**config.mk**
```make
export PLATFORM = sky130hd
export DESIGN_NAME = int2flt_engine
export DESIGN_NICKNAME = d
export VERILOG_FILES = /design/src/rtl/int2flt_pkg.sv /design/src/rtl/int2flt_engine_round.sv /design/src/rtl/int2flt_engine.sv
export SDC_FILE = /design/constraint.sdc
export NUM_CORES = 1
export LEC_CHECK = 0
export ABC_CLOCK_PERIOD_IN_PS = 2600
export CAP_MARGIN = 20
export CORE_ASPECT_RATIO = 0.5
export CORE_MARGIN = 1
export CORE_UTILIZATION = 45
export DETAILED_ROUTE_END_ITERATION = 8
export HOLD_SLACK_MARGIN = 0.06
export PLACE_DENSITY_LB_ADDON = 0.2
export SYNTH_ARGS = -nofsm -noshare
export SYNTH_HDL_FRONTEND = slang
export SYNTH_SLANG_ARGS = --single-unit
```
**constraint.sdc**
```tcl
create_clock -name clk -period 2.6 [get_ports clk]
set_clock_uncertainty 0.1 [all_clocks]
set_input_delay 0.39 -clock clk [delete_from_list [all_inputs] [get_ports clk]]
set_output_delay 0.39 -clock clk [all_outputs]
set_load 0.01 [all_outputs]
```
**src/rtl/int2flt_pkg.sv**
```systemverilog
// Shared types and constants for the integer-to-binary16 conversion engine.
package int2flt_pkg;

    typedef enum logic [2:0] {
        IDLE,
        LD_LO,
        LD_HI,
        ABS,
        NORM,
        PACK,
        WR_LO,
        WR_HI
    } i2f_state_t;

    localparam int HALF_BIAS = 15;
    localparam int FRAC_W    = 10;
    localparam int EXP_W     = 5;

    // Exponent of a mantissa whose leading one sits in bit 15 with no shifts:
    // 2^15 has biased exponent 15 + 15 = 30.
    localparam logic [EXP_W-1:0] EXP_TOP = EXP_W'(2 * HALF_BIAS);

    localparam logic [7:0] DEF_IN_ADDR  = 8'd0;
    localparam logic [7:0] DEF_OUT_ADDR = 8'd2;

endpackage

```
**src/rtl/int2flt_engine_round.sv**
```systemverilog
// Combinational round-to-nearest-even and pack of a normalized magnitude.
module i2f_round
    import int2flt_pkg::*;
(
    input  logic        sign,
    input  logic [15:0] m,
    input  logic [3:0]  k,
    output logic [15:0] result
);

    logic                guard;
    logic                sticky;
    logic                rnd_up;
    logic [FRAC_W:0]     frac_sum;
    logic [EXP_W-1:0]    exp_base;
    logic [EXP_W-1:0]    exp_fin;
    logic [FRAC_W-1:0]   frac_fin;

    // Round, propagate the mantissa carry into the exponent, then pack.
    // A magnitude without its leading one set is not normalized and packs as +0.
    always_comb begin
        guard    = m[4];
        sticky   = |m[3:0];
        rnd_up   = guard & (sticky | m[5]);
        frac_sum = {1'b0, m[14:5]} + {{FRAC_W{1'b0}}, rnd_up};
        exp_base = EXP_TOP - {1'b0, k};
        exp_fin  = exp_base + {{(EXP_W-1){1'b0}}, frac_sum[FRAC_W]};
        frac_fin = frac_sum[FRAC_W] ? '0 : frac_sum[FRAC_W-1:0];
        result   = {sign, exp_fin, frac_fin};
        if (!m[15]) begin
            result = '0;
        end
    end

endmodule

```
**src/rtl/int2flt_engine.sv**
```systemverilog
// Sequential 16-bit signed integer to IEEE-754 binary16 converter working
// in place on the shared data memory with a start/done handshake.
//
// state | meaning
// IDLE  | waiting for start; done holds the last completion
// LD_LO | read integer low byte
// LD_HI | read integer high byte
// ABS   | take magnitude, clear shift count, route zero / normalized / other
// NORM  | shift magnitude left one bit per cycle until its msb is set
// PACK  | round and pack the normalized magnitude
// WR_LO | write result low byte
// WR_HI | write result high byte, raise done
module int2flt_engine
    import int2flt_pkg::*;
#(
    parameter logic [7:0] IN_ADDR  = DEF_IN_ADDR,
    parameter logic [7:0] OUT_ADDR = DEF_OUT_ADDR
) (
    input  logic       clk,
    input  logic       reset,
    input  logic       start,
    output logic       done,
    output logic [7:0] mem_addr,
    input  logic [7:0] mem_rd_data,
    output logic       mem_wr_en,
    output logic [7:0] mem_wr_data
);

    i2f_state_t  state;
    i2f_state_t  state_nxt;
    logic [7:0]  x_lo;
    logic [7:0]  x_hi;
    logic [15:0] x_in;
    logic [15:0] m_abs;
    logic        sign;
    logic [15:0] m;
    logic [3:0]  k;
    logic [15:0] result;
    logic [15:0] packed_val;

    assign x_in  = {x_hi, x_lo};
    // Unsigned negate so that -32768 yields 0x8000.
    assign m_abs = x_hi[7] ? (16'd0 - x_in) : x_in;

    i2f_round u_round (
        .sign   (sign),
        .m      (m),
        .k      (k),
        .result (packed_val)
    );

    // State register plus operand, normalization and result datapath.
    always_ff @(posedge clk) begin
        if (!reset) begin
            state  <= IDLE;
            done   <= 1'b0;
            x_lo   <= '0;
            x_hi   <= '0;
            sign   <= 1'b0;
            m      <= '0;
            k      <= '0;
            result <= '0;
        end else begin
            state <= state_nxt;
            case (state)
                IDLE: begin
                    if (start) begin
                        done <= 1'b0;
                    end
                end
                LD_LO: x_lo <= mem_rd_data;
                LD_HI: x_hi <= mem_rd_data;
                ABS: begin
                    sign   <= x_hi[7];
                    m      <= m_abs;
                    k      <= '0;
                    result <= '0;
                end
                NORM: begin
                    m <= {m[14:0], 1'b0};
                    k <= k + 4'd1;
                end
                PACK:  result <= packed_val;
                WR_HI: done   <= 1'b1;
                default: ;
            endcase
        end
    end

    // Next-state and memory port decode. Normalization exits are looked ahead
    // (already-normalized skips NORM, NORM leaves on the shift that sets the
    // msb) so NORM lasts exactly k cycles.
    always_comb begin
        state_nxt   = state;
        mem_addr    = IN_ADDR;
        mem_wr_en   = 1'b0;
        mem_wr_data = '0;
        case (state)
            IDLE: begin
                if (start) begin
                    state_nxt = LD_LO;
                end
            end
            LD_LO: begin
                mem_addr  = IN_ADDR;
                state_nxt = LD_HI;
            end
            LD_HI: begin
                mem_addr  = IN_ADDR + 8'd1;
                state_nxt = ABS;
            end
            ABS: begin
                if (m_abs == 16'd0) begin
                    state_nxt = WR_LO;
                end else if (m_abs[15]) begin
                    state_nxt = PACK;
                end else begin
                    state_nxt = NORM;
                end
            end
            NORM: begin
                if (m[14]) begin
                    state_nxt = PACK;
                end
            end
            PACK: state_nxt = WR_LO;
            WR_LO: begin
                mem_addr    = OUT_ADDR;
                mem_wr_en   = 1'b1;
                mem_wr_data = result[7:0];
                state_nxt   = WR_HI;
            end
            WR_HI: begin
                mem_addr    = OUT_ADDR + 8'd1;
                mem_wr_en   = 1'b1;
                mem_wr_data = result[15:8];
                state_nxt   = IDLE;
            end
            default: state_nxt = IDLE;
        endcase
    end

endmodule

```
==> results.tsv <==
metric	value	unit
status	completed	
hold_path_end	result[0]	
cts_root_buf	clkbuf_16	
rows	21	
grt_max_degree	58	
dieArea	7411	µm²
yosys.area.top_type	dfxtp_1	
cp_slowest_cell	or4b_4	
ys_warn_count	0	
worst_slack	0.1595	ns
p_leak	1.355	nW
reg2reg_to	m[14]	
crit_required	2.71	ns
synth_edf_count	0	
via_count	2627	
cts_tree	done	
cts.sinks	57	
grt_first_pass_wirelength	11770	µm
holdWs	0.3696	ns
synth_flop_cell	dfxtp_1	
routedWlPerCell	15.34	µm
worstRegToRegCells	8	
post-synth-top-area-fraction	35.96	%
crit_path_cell_trace	inv_2 -> ha_2 -> or4b_4 -> or3_4 -> o31ai_4 -> xor2_1 -> o21ai_0 -> and2_1	
endpoint_kind	register	
postRouteAntennaNets	0	
whs_path_depth	2	
postLayoutCoreUtil	56.38	%
place_area	3468	µm²
io_pins	29	
drv_cap	0	
start_util	46.99	%
synth_commonest_cells	57 x dfxtp_1, 41 x nor2b_1, 26 x mux2i_1, 25 x a22oi_1, 23 x clkbuf_1	
core	6753	µm²
cts_buffers	9	
dp.cells	463	
die_h	61.38	µm
synth_area_leaders	dfxtp_1 36%, mux2i_1 8.2%, nor2b_1 8.1%, a22oi_1 5.9%, xor2_1 4.4%	
hold_viol_final	0	
finalCriticalPeriod	2.440	ns
cts.hold.buffers_added	0	
drt-total-wl	7331	µm
area_growth	19.99	%
crit_fanout	8	
fin_nets	399	
cp-start-kind	register	
maxSlewHeadroom	24.29	%
dp_hpwl	5139	µm
drive_above_1_share	10.88	%
vias_per_cell	5.496	
fmax	409.8	MHz
worstSkewPairLatency	0.32	ns
grt_usage	21.25	%
syn_avg_cell_area	8.693	µm²
htree_num_levels	3	
ir_worst_vdd	0.5224	mV
fin_crit_sh	93.86	%
netlist_instances	365	
setup_violations	0	
die_w	120.8	µm
slew_violations	0	
r2r_setup_slack	0.16	ns
cts.reportedPaths.clkPinSlew	0.05	ns
cp_slowest_stage_delay	0.48	ns
dp_slack	0.04334	ns
place_congestion	0.8366	
antenna_found_initial	0	
power_density	820.4	nW/µm²
min_path_type	reg2reg	
timing.rr.start	x_lo[1]	
grt_setup_unrepaired	true	
diodes	0	
synth_seq_cells	57	
synthMostInstantiatedCell	dfxtp_1	
netlist_area	3173	µm²
worstMarginPinSlew	1.131	ns
io_buffers	22	
nFillCells	622	
synthArstFlopShare	0	%
seq_area_frac_synth	35.96	%
grt_pass1_vias	2326	
finalNonFillerCells	478	
grt_overflow	0	
critical_path_class	reg2reg	
clockBufferDepth	2	
ys_types	46	
drt_iter0_markers	203	
drt_first_pass_iters	5	
worstHoldStart	result[0]	
worst_ep_arrival_time	2.55	ns
drcViolationCount	0	
final_area	3807	µm²
-- worst max-delay path by stage --
stage | from | endpoint | slack (ns) | cells after the start
floorplan | x_lo[1] | state[1] | 0.23 | 9
global placement | x_lo[1] | m[12] | 0.14 | 8
detailed placement | x_lo[1] | state[1] | 0.04 | 8
CTS | state[0] | mem_wr_data[0] | 0.02 | 3
global route | x_lo[1] | state[1] | -0.02 | 8
finish | x_lo[1] | m[14] | 0.16 | 8
-- layer usage --
| metal | global-route usage [%] | part of all wire (%) |
|---|---|---|
| met1 | 27.12 | 47 |
| met5 | 0 | 0 |
| met4 | 6.349 | 0.87 |
| met3 | 6.111 | 5.8 |
| met2 | 35.88 | 46 |
-- area by class of cell --
| type | instances | area [µm²] | area share (%) |
|---|---|---|---|
| Clock buffer | 13 | 270.3 | 7.098 |
| Clock inverter | 2 | 60.06 | 1.577 |
| Inverter | 3 | 11.26 | 0.2958 |
| Multi-Input combinational cell | 276 | 1891 | 49.65 |
| Sequential cell | 57 | 1142 | 30.00 |
| Tap cell | 92 | 115.1 | 3.023 |
| Timing Repair Buffer | 35 | 317.8 | 8.347 |
-- sequential cells by signal, summed over array words and instances, names as in the netlist --
name / count
done: 1
x_lo: 8
sign: 1
result: 16
x_hi: 8
state: 3
m: 16
k: 4
-- repair_timing --
action / CTS / global route
gates resized for setup: 0 / 5
setup endpoints to repair: 0 / 16
setup buffers: 0 / 0
-- critical path, delay by kind of cell (launching register included) --
family / cells / cell delay, ns
AND/OR/NAND/NOR: 3 / 1.06
AO/OA/AOI/OAI: 2 / 0.36
flip-flops: 1 / 0.34
adder cells (fa/ha/maj): 1 / 0.20
XOR/XNOR: 1 / 0.19
buffers and inverters: 1 / 0.09
-- through the flow --
step           total power [W]  TNS [ns]
2_1_floorplan         0.001634         0
3_3_place_gp          0.001800         0
3_5_place_dp          0.001824         0
4_1_cts               0.003122         0
5_1_grt               0.003264  -0.02282
6_report              0.003124         0
-- cell families after synthesis --
group,synth area share [%]
AND/OR/NAND/NOR,23.98
AO/OA/AOI/OAI,17.04
buffers and inverters,5.441
flip-flops,35.96
XOR/XNOR,6.901
multiplexers,8.202
other,0.1182
adder cells (fa/ha/maj),2.366
-- power by group --
part / leakage, nW / switching, W / total, W / internal, W
Combinational: 0.732 / 0.000413 / 0.000765 / 0.000352
Sequential: 0.461 / 0.000123 / 0.00107 / 0.000943
Clock: 0.162 / 0.000382 / 0.00129 / 0.000910
Total: 1.36 / 0.000918 / 0.00312 / 0.00221
-- cell usage in the layout, fill, tap and decap left out, types with 2 or more instances in the layout --
cell and n:
bufinv_16 2, nand4_1 3, mux2i_1 26, o41ai_1 2, nor3b_1 2, or2_2 2, inv_2 2, nor2_1 22
a22oi_1 25, and2_1 16, dfxtp_1 56, nand2_1 22, conb_1 6, o21ai_0 21, clkdlybuf4s50_1 22, clkbuf_8 3
nand3_1 10, a21oi_1 6, a21boi_0 8, clkbuf_16 9, ha_1 5, xnor2_1 9, nor4_1 2, a221oi_1 3
nor2b_1 41, nor3_1 2, and3_1 4, o31ai_1 3, xor2_1 16, buf_4 13
Power figures use the tool's default switching activity.
